--- src/rtl/div_issue_ctrl.sv ---
// ---------------------------------------------------------------------------
// div_issue_ctrl
//   Execute-stage wrapper around the unsigned sequential divider. It accepts
//   RV32M DIV/DIVU/REM/REMU ops, converts signed operands to magnitudes,
//   starts the divider, applies sign correction to its quotient/remainder and
//   returns the selected result with its tag. Divide-by-zero and signed
//   overflow are answered locally without starting the divider.
//
// Ports
//   clk, rst_n                    clock, async active-low reset
//   in_valid/in_ready             op request handshake (ready only in IDLE)
//   in_op                         00 DIV, 01 DIVU, 10 REM, 11 REMU
//   in_a, in_b, in_tag            dividend, divisor, pass-through tag
//   flush                         kill the op currently held
//   out_valid/out_ready           result handshake
//   out_result, out_tag           selected result and its tag
//   div_start                     one-cycle start pulse to the divider
//   div_dividend, div_divisor     operand magnitudes to the divider
//   div_busy                      divider busy (rises one cycle after start)
//   div_quotient, div_remainder   divider results, valid once busy falls
// ---------------------------------------------------------------------------
module div_issue_ctrl #(
    parameter int WIDTH = 32,
    parameter int TAG_W = 5
) (
    input  logic             clk,
    input  logic             rst_n,
    input  logic             in_valid,
    output logic             in_ready,
    input  logic [1:0]       in_op,
    input  logic [WIDTH-1:0] in_a,
    input  logic [WIDTH-1:0] in_b,
    input  logic [TAG_W-1:0] in_tag,
    input  logic             flush,
    output logic             out_valid,
    input  logic             out_ready,
    output logic [WIDTH-1:0] out_result,
    output logic [TAG_W-1:0] out_tag,
    output logic             div_start,
    output logic [WIDTH-1:0] div_dividend,
    output logic [WIDTH-1:0] div_divisor,
    input  logic             div_busy,
    input  logic [WIDTH-1:0] div_quotient,
    input  logic [WIDTH-1:0] div_remainder
);

    typedef enum logic [2:0] {
        S_IDLE,
        S_ISSUE,
        S_WAIT_BUSY,
        S_WAIT_DONE,
        S_FIX,
        S_RESP,
        S_DRAIN
    } state_t;

    localparam logic [WIDTH-1:0] MIN_INT  = {1'b1, {(WIDTH-1){1'b0}}};
    localparam logic [WIDTH-1:0] ALL_ONES = '1;

    state_t           state, state_nxt;
    logic [1:0]       op_r;
    logic             neg_q_r, neg_r_r;
    logic [WIDTH-1:0] q_raw, r_raw;
    logic             drain_seen;   // divider busy already observed for the killed op

    logic             accept, signed_op, b_zero, ovf;
    logic [WIDTH-1:0] a_mag, b_mag, q_fix, r_fix;

    // Request decode and sign handling. MIN_INT negates to itself, which is
    // exactly its unsigned magnitude, so no special case is needed here.
    always_comb begin
        accept    = in_valid & in_ready;
        signed_op = ~in_op[0];
        b_zero    = (in_b == '0);
        ovf       = signed_op & (in_a == MIN_INT) & (in_b == ALL_ONES);
        a_mag     = (signed_op & in_a[WIDTH-1]) ? -in_a : in_a;
        b_mag     = (signed_op & in_b[WIDTH-1]) ? -in_b : in_b;
        q_fix     = neg_q_r ? -q_raw : q_raw;
        r_fix     = neg_r_r ? -r_raw : r_raw;
    end

    assign in_ready  = (state == S_IDLE);
    assign div_start = (state == S_ISSUE);
    // A flush in RESP retracts the result in the same cycle.
    assign out_valid = (state == S_RESP) & ~flush;

    // NOTE: sequential state is written with non-blocking assignments so every
    // register samples the pre-edge values of the others.
    always_ff @(posedge clk or negedge rst_n) begin
        if (!rst_n) state <= S_IDLE;
        else        state <= state_nxt;
    end

    // NOTE: state_nxt gets a default before the case so no path leaves it
    // unassigned, which would otherwise infer a latch.
    always_comb begin
        state_nxt = state;
        case (state)
            S_IDLE:      if (accept) state_nxt = (b_zero | ovf) ? S_RESP : S_ISSUE;
            S_ISSUE:     state_nxt = flush ? S_DRAIN : S_WAIT_BUSY;
            S_WAIT_BUSY: begin
                if (flush)         state_nxt = S_DRAIN;
                else if (div_busy) state_nxt = S_WAIT_DONE;
            end
            S_WAIT_DONE: begin
                if (flush)          state_nxt = S_DRAIN;
                else if (!div_busy) state_nxt = S_FIX;
            end
            S_FIX:       state_nxt = flush ? S_IDLE : S_RESP;
            S_RESP:      if (flush | out_ready) state_nxt = S_IDLE;
            S_DRAIN:     if (drain_seen & ~div_busy) state_nxt = S_IDLE;
            default:     state_nxt = S_IDLE;
        endcase
    end

    // NOTE: every datapath register is reset, because the outputs it drives
    // must read zero while reset is asserted.
    always_ff @(posedge clk or negedge rst_n) begin
        if (!rst_n) begin
            op_r         <= '0;
            neg_q_r      <= 1'b0;
            neg_r_r      <= 1'b0;
            q_raw        <= '0;
            r_raw        <= '0;
            drain_seen   <= 1'b0;
            out_result   <= '0;
            out_tag      <= '0;
            div_dividend <= '0;
            div_divisor  <= '0;
        end else begin
            case (state)
                S_IDLE: begin
                    if (accept) begin
                        op_r         <= in_op;
                        out_tag      <= in_tag;
                        neg_q_r      <= signed_op & (in_a[WIDTH-1] ^ in_b[WIDTH-1]) & ~b_zero;
                        neg_r_r      <= signed_op & in_a[WIDTH-1];
                        div_dividend <= a_mag;
                        div_divisor  <= b_mag;
                        if (b_zero)   out_result <= in_op[1] ? in_a : ALL_ONES;
                        else if (ovf) out_result <= in_op[1] ? '0 : MIN_INT;
                    end
                end
                S_WAIT_DONE: begin
                    if (!div_busy) begin
                        q_raw <= div_quotient;
                        r_raw <= div_remainder;
                    end
                end
                S_FIX:   out_result <= op_r[1] ? r_fix : q_fix;
                default: ;
            endcase

            // Entering DRAIN from WAIT_DONE (or with busy already up) means the
            // rising edge of busy is behind us; only the fall remains to wait for.
            if (state != S_DRAIN && state_nxt == S_DRAIN)
                drain_seen <= (state == S_WAIT_DONE) | div_busy;
            else if (state == S_DRAIN && div_busy)
                drain_seen <= 1'b1;
        end
    end

    a_no_start_when_busy: assert property (@(posedge clk) disable iff (!rst_n)
        !(div_start && div_busy));
    a_valid_only_in_resp: assert property (@(posedge clk) disable iff (!rst_n)
        out_valid |-> (state == S_RESP));

endmodule

--- config.mk ---
export PLATFORM = sky130hd
export DESIGN_NAME = div_issue_ctrl
export DESIGN_NICKNAME = d
export VERILOG_FILES = /design/src/rtl/div_issue_ctrl.sv
export SDC_FILE = /design/constraint.sdc
export NUM_CORES = 1
export LEC_CHECK = 0
export CORE_ASPECT_RATIO = 0.7
export CORE_MARGIN = 2
export CORE_UTILIZATION = 46
export DETAILED_ROUTE_END_ITERATION = 7
export PLACE_DENSITY = 0.75
export SYNTH_ARGS = -nofsm -noshare
export SYNTH_HDL_FRONTEND = slang
export SYNTH_SLANG_ARGS = --single-unit
--- constraint.sdc ---
create_clock -name clk -period 3.35 [get_ports clk]
set_clock_uncertainty 0.1 [all_clocks]
set_input_delay 0.8375 -clock clk [delete_from_list [all_inputs] [get_ports clk]]
set_output_delay 0.8375 -clock clk [all_outputs]
set_load 0.05 [all_outputs]
After elaboration in Yosys (flattened, before gate mapping) --
Cells that the tools add are included.
Storage, ports and cells: word-level logic and storage cells 77, register bits after elaboration 173, input port bits 141, output and inout bits 104
Cells by class: $add $sub $neg 4, mux-type cells 24, equality and inequality tests 12, reductions and logical operators 9, bitwise operators 17
Operators with widths (count):
- $mux W32 | 10
- $neg A32 Y32 | 4
- $eq A32 B32 Y1 const B | 2
- $pmux W32 S2 | 1
- $logic_not A32 Y1 | 1
- $mux W3 | 10
- $pmux W3 S7 | 1
- $eq A3 B3 Y1 const B | 4
- $and A1 B1 Y1 | 9
- $eq A3 B2 Y1 const B | 2
- $not A1 Y1 | 4
- $reduce_and A2 Y1 | 2
- $reduce_bool A2 Y1 | 2
- $eq A3 B1 Y1 const B | 1
- $logic_not A3 Y1 | 1
- $ne A3 B1 Y1 const B | 1
- $ne A3 B3 Y1 const B | 1
- $or A1 B1 Y1 | 3
- $reduce_and A3 Y1 | 1
- $logic_and A1 B1 Y1 | 2
- $mux W1 | 2
- $ne A2 B1 Y1 const B | 1
- $xor A1 B1 Y1 | 1

Logic depth before layout (Yosys ltp) --
Gate-level depths: netlist of the first run.
word-level depth 10, depth in mapped cells 11, depth with buffers taken out 8

Worst setup path before layout of the first run --
No wires, ideal clock.
kind in2out, start input flush, end output out_valid, required time 2413 ps, data arrival time 2337 ps, cell stages on the path 1, path buffers 0, slack 76 ps, cells stage by stage nor4_1
On the way: longest elaborated chain between the ends 2
RTL lines:
- start, declared | line 34 | input logic flush,
- $not A1 Y1 | line 85 | assign out_valid = (state == S_RESP) & ~flush;
- $and A1 B1 Y1 | line 85
- end, declared | line 35 | output logic out_valid,
No other way between the ends.

Final worst setup path of the first run --
start input in_b[0], end register out_result[8]
On the way: longest elaborated chain between the ends 4, elaborated cells on any way between the ends 8, those cells by class 2 x eq/ne; 3 x mux; 1 x bitwise; 2 x reduce/logical
RTL lines:
- start, declared | line 32 | input logic [WIDTH-1:0] in_b,
- $eq A32 B32 Y1 / $logic_not A32 Y1 (equally long branches) | line 75, 74
- $and A1 B1 Y1 / $mux W32 (equally long branches) | line 75, 140
- $ne A3 B1 Y1 (no source line) / $mux W32 (equally long branches)
- $reduce_and A3 Y1 (no source line) / $pmux W32 S2 (equally long branches)
- end signal, assigned | line 140 | if (b_zero) out_result <= in_op[1] ? in_a : ALL_ONES;
- end signal, assigned | line 141 | else if (ovf) out_result <= in_op[1] ? '0 : MIN_INT;
- end signal, assigned | line 150 | S_FIX: out_result <= op_r[1] ? r_fix : q_fix;
- end, declared | line 37 | output logic [WIDTH-1:0] out_result,
Parallel ways exist; a longest one is shown, timed or not. The select of a mux whose other input is x is not followed. A chain may end at the register's enable or synchronous reset.

==> results of run 1 <==
==> flip-flops by register name (all words and copies together), names as in the netlist <==
register      cells
div_dividend     32
div_divisor      32
drain_seen        1
neg_q_r           1
neg_r_r           1
op_r              1
out_result       32
out_tag           5
q_raw            32
r_raw            32
state             3
==> layout by cell type (no fill, tap or decap), types with 12 or more instances in the layout <==
master	netlist	routed
clkdlybuf4s50_1	0	242
dfrtp_1	172	172
nand2_1	122	121
o21ai_0	110	110
buf_4	1	89
xnor2_1	76	76
mux2_2	71	71
nor2_1	60	59
xor2_1	42	42
o31ai_1	34	34
o41ai_1	23	23
nor4_1	21	21
a21oi_1	18	18
o2bb2ai_1	17	17
clkbuf_16	0	17
inv_1	16	16
or3_1	16	16
o22ai_1	14	14
nor3_1	13	13
o221ai_1	12	12
==> worst max path at each step <==
stage,end,slack [ns],start
2_1_floorplan,out_valid,0.08,flush
3_3_place_gp,out_result[8],-0.15,in_b[0]
3_5_place_dp,out_result[8],-0.28,in_b[0]
4_1_cts,out_result[8],0.15,in_b[0]
5_1_grt,out_result[8],0.01,in_b[0]
6_report,out_result[8],0.12,in_b[0]
==> worst max-delay path, stage by stage <==
cell and delay (ns):
clkdlybuf4s50_1 0.43, inv_1 0.08, ha_1 0.17, or4b_4 0.51, nor4b_1 0.38, buf_4 0.17
nand4_1 0.14, or3_1 0.43, o21ai_0 0.17, mux2_2 0.17
==> layout make-up <==
class | count | area [um2]
timing repair buffer | 338 | 3220
inverter | 16 | 60.1
fill | 1683 | 7100
sequential | 172 | 4300
multi-input combinational | 764 | 5190
tap | 276 | 345
clock buffer | 20 | 457
clock inverter | 11 | 136
==> stage by stage <==
| stage | power (mW) | instances | cell area [um2] | util (%) |
|---|---|---|---|---|
| floorplan | 8.60 | 1009 | 9800 | - |
| global placement | 10.9 | 1566 | 13100 | 63.0 |
| detailed placement | 11.0 | 1566 | 13100 | 63.0 |
| CTS | 13.1 | 1597 | 13700 | 65.9 |
| global route | 13.8 | 1597 | 13700 | 65.9 |
| finish | 13.1 | 1597 | 13700 | 65.9 |
==> logic make-up (layout without fill, tap and decap cells) <==
group | Yosys count | after routing
AO/OA/AOI/OAI | 255 | 255
flip-flops | 172 | 172
buffers and inverters | 73 | 385
AND/OR/NAND/NOR | 308 | 308
adder cells (fa/ha/maj) | 5 | 5
multiplexers | 78 | 78
XOR/XNOR | 118 | 118
==> routing by layer <==
| metal | up-vias | part of all wire, % | wire, um | track usage [%] |
|---|---|---|---|---|
| met5 | - | 0 | 0 | 0 |
| met4 | 0 | 2.1 | 643 | 7.41 |
| met3 | 46 | 8.1 | 2530 | 6.19 |
| met1 | 4463 | 46 | 14400 | 41.9 |
| li1 | 4280 | - | - | - |
| met2 | 374 | 44 | 13600 | 40.4 |
==> power groups by stage <==
stage               Clock (mW)  Sequential (mW)  Combinational (mW)
global placement             0             4.06                6.80
floorplan                    0             5.64                2.96
detailed placement           0             4.09                6.91
finish                    2.02             4.10                6.95
CTS                       2.05             4.08                6.95
global route              2.14             4.24                7.40
==> impl_metrics.ini, run 1 <==
[status]
outcome = finished, final reports clean

[route]
drt_pass1_iterations = 5
finalWirelength_um = 31100
ant_nets = 0
vias = 9163
drc = 0
wire_per_inst_um = 19.5
via_per_inst = 5.74
drt-initial-drc-count = 764

[timing]
setup_slack_ns = 0.121
slew_headroom_pct = 27.6
drv_slew = 0
fin_crit_ns = 3.23
fin_crit_sh_pct = 96.4
rsz0062_at_grt = no
setup_violations = 0
worst_slew_pin_slew_ns = 1.09
setup_tns_ns = 0
fin_hold_ws_ns = 0.271
report.final.hold_viol_count = 0
fmaxAchievable_mhz = 310

[setup_path]
crit_required_ns = 3.61
rr_startpoint = r_raw[8]
path_class = input pin to register
reg2reg_slack_ns = 0.58
critPathLaunchType = input pin
path_max_fanout = 3
arrival_ns = 3.49
r2r-end = out_result[31]
cp-end-kind = register
rr_worst_depth = 6

[synth]
syn_area_mm2 = 0.00980
synth_top_area_share_pct = 43.9
async_reset_ff_share_pct = 100
yosysTopAreaCell = dfrtp_1
synth.most_common_cell = dfrtp_1
synth_compound_area_share_pct = 17.0
synth_xor_area_share_pct = 10.5
yosys_warnings = 0
synthAdderAreaFrac_pct = 0.638
synth-simple-area-share_pct = 15.7
synth.avg_cell_area_um2 = 9.71
syn-num-nets = 1155
syn_inst = 1009
synth_commonest_cells = dfrtp_1 (172), nand2_1 (122), o21ai_0 (110)
ys_ff_latch = 172
synthMuxAreaShare_pct = 8.87
synth_top_family_by_area = compound AO/OA/AOI/OAI gates
ys_types = 62
ys.flop_type = dfrtp_1
seq_area_frac_synth_pct = 43.9
synth_enable_flop_cells = 0
synth.area.top_cells = dfrtp_1 (44%), mux2_2 (8.2%), xnor2_1 (6.8%), o21ai_0 (5.6%), nand2_1 (4.7%)

[clocking]
cts_resized = 0
path_clk_slew_ns = 0.07
cts_made_buffers = 17
cts_setup_buffers = 0
htreeDepth = 4
hold_buffers = 0
cts_buffer_depth = 2
clkLatencyLatePin_ns = 0.43
cts_sinks = 172
cts_tree = yes
cts_root_buf = clkbuf_16

[global_routing]
antenna_found_initial = 0
first_global_vias = 8740
grt_pass1_wl_um = 48700
grt_overflow = 0
grt_max_degree = 57
globalRouteTotalUtil_pct = 27.9

[power]
vdd_ir_drop_max_v = 0.000568
p_int_mw = 7.00
switching_share_pct = 46.4
combPwrFrac_pct = 53.2
p_leak_nw = 5.51
switching_power_mw = 6.06
p_clk_share_pct = 15.4
powerDensity_mw_per_mm2 = 953
seqPwrFrac_pct = 31.4

[floorplanning]
die_h_um = 126
die_w_um = 178
num_rows = 44
ios = 245
start_util_pct = 47.1
dieArea_mm2 = 0.0225
core_mm2 = 0.0208

[final_layout]
area.growth.synth_to_final_pct = 39.9
diodes = 0
drive_above_1_share_pct = 16.5
layout.nets = 1455

[hold_path]
hp-class = input pin to asynchronous set/reset pin

[placement]
place_ws_ns = -0.277
gp_congestion = 0.937
port-buffer-count = 244
dp_hpwl_um = 23800

[flow_run]
drv_cap = 0
No activity file was read; power rests on OpenSTA's default activity.
==> run 2: changes to the inputs <==
- CORE_ASPECT_RATIO: 0.7 -> not set
- GPL_ROUTABILITY_DRIVEN: not set -> 0
==> run 2 against run 1 <==
Register-to-register slack lost 0.05 ns. Cell count decreased by 0.69%. Critical path depth unchanged. First-iteration DRC count is 13% lower. Worst setup slack better by 0.076 ns. Sequential share of layout area rose by 0.19 points. Combinational power down 1%. Wire length decreased by 4.2%. Global-route usage fell by 1.4 points. Critical path type unchanged. Largest power group unchanged.
==> impl_metrics.ini, run 2 (synthesis gave the netlist of run 1 again) <==
[power]
seqPwrFrac_pct = 31.8
switching_share_pct = 46.4
combPwrFrac_pct = 52.8
vdd_ir_drop_max_v = 0.000608
p_int_mw = 6.97
p_clk_share_pct = 15.4
switching_power_mw = 6.02
powerDensity_mw_per_mm2 = 953
p_leak_nw = 5.44

[final_layout]
layout_common_cells = clkdlybuf4s50_1 (242), dfrtp_1 (172), nand2_1 (121), o21ai_0 (110), buf_4 (77)
stdcell_count = 1586
layout.nets = 1443
fin_area_mm2 = 0.0136
drive_above_1_share_pct = 15.9
final_common_cell = clkdlybuf4s50_1
area.growth.synth_to_final_pct = 39.1

[route]
drt_pass1_iterations = 7
drt-initial-drc-count = 668
finalWirelength_um = 29800
ant_nets = 0
drc = 0
wire_per_inst_um = 18.8
vias = 9029
via_per_inst = 5.69

[timing]
fmaxAchievable_mhz = 317
fin_crit_ns = 3.15
fin_crit_sh_pct = 94.1
setup_violations = 0
report.final.hold_viol_count = 0
slew_headroom_pct = 30.3
fin_hold_ws_ns = 0.293
rsz0062_at_grt = no
drv_slew = 0
setup_tns_ns = 0
worst_slew_pin_slew_ns = 1.04

[flow_run]
drv_cap = 0

[floorplanning]
dieArea_mm2 = 0.0225
start_util_pct = 46.8
die_w_um = 150
die_h_um = 150
core_mm2 = 0.0210
ios = 245
num_rows = 53

[setup_path]
arrival_ns = 3.42
path_max_fanout = 3
critPathLaunchType = input pin
cp-end-kind = register
crit_required_ns = 3.62
path_class = input pin to register

[global_routing]
antenna_found_initial = 2
grt_util_met2_pct = 42.8
grt_use_met3_pct = 5.03
grt_use_met1_pct = 36.1
grt_overflow = 0
grt_pass1_wl_um = 46200
busiest_layer = met2
globalRouteTotalUtil_pct = 26.5
grt_max_degree = 65
first_global_vias = 8575

[clocking]
cts_buffer_depth = 2
path_clk_slew_ns = 0.07
cts_tree = yes
cts_root_buf = clkbuf_16
clkLatencyLatePin_ns = 0.42
htreeDepth = 4
cts_made_buffers = 17
cts_sinks = 172
cts_setup_buffers = 0

[status]
outcome = finished, final reports clean

[placement]
dpl_cell_area_mm2 = 0.0130
port-buffer-count = 244
dp.cells = 1553
dp_hpwl_um = 22800

[hold_path]
hp-class = input pin to asynchronous set/reset pin
run 2: power groups by stage:
stage / Combinational [mW] / Clock [mW] / Sequential [mW]
finish: 6.86 / 2.01 / 4.13
global route: 7.31 / 2.14 / 4.27
CTS: 6.86 / 2.03 / 4.11
detailed placement: 6.84 / 0 / 4.12
global placement: 6.71 / 0 / 4.09
floorplan: 2.96 / 0 / 5.64
run 2: area by class of cell:
type	instances	area, um2
fill	1716	7320
tap	275	344
clock inverter	12	139
timing repair buffer	326	3130
clock buffer	19	453
antenna	2	5.00
multi-input combinational	764	5190
sequential	172	4300
inverter	16	60.1
run 2: worst paths after layout:
kind                       slack (ns)           start        endpoint  depth (start not counted)
hold reg to reg                  0.38  div_divisor[9]  div_divisor[9]                          2
setup reg to reg                 0.53        q_raw[2]  out_result[31]                          6
hold / removal                   0.29           rst_n  div_divisor[8]                          1
setup / recovery                 0.20         in_b[0]   out_result[8]                         10
min in group clk                 0.38  div_divisor[9]  div_divisor[9]                          2
max in group asynchronous        2.07           rst_n   out_result[0]                          2
run 2: per-layer routing:
layer | wire length (um) | vias up
met5 | 0 | -
li1 | - | 4256
met3 | 2270 | 60
met1 | 12800 | 4320
met4 | 788 | 0
met2 | 13900 | 393
run 2: repair_timing:
item / 4_1_cts / 5_1_grt
endpoints found under the setup margin: 0 / 3
resized for setup: 0 / 1
hold buffers: 0 / 0
run 2: stage by stage:
| step | utilization (%) | total power [mW] | setup WS, ns |
|---|---|---|---|
| after floorplan | - | 8.60 | 0.0756 |
| after global placement | 62.2 | 10.8 | -0.184 |
| after detailed placement | 62.2 | 11.0 | -0.273 |
| after CTS | 65.0 | 13.0 | 0.144 |
| after global routing | 65.1 | 13.7 | 0.0524 |
| final | 65.1 | 13.0 | 0.197 |
run 2: critical path, stage by stage:
cell	delay, ns
clkdlybuf4s50_1	0.42
inv_1	0.08
ha_1	0.16
or4b_4	0.52
nor4b_2	0.29
buf_4	0.15
nand4_1	0.16
or3_1	0.45
o21ai_0	0.18
mux2_2	0.16
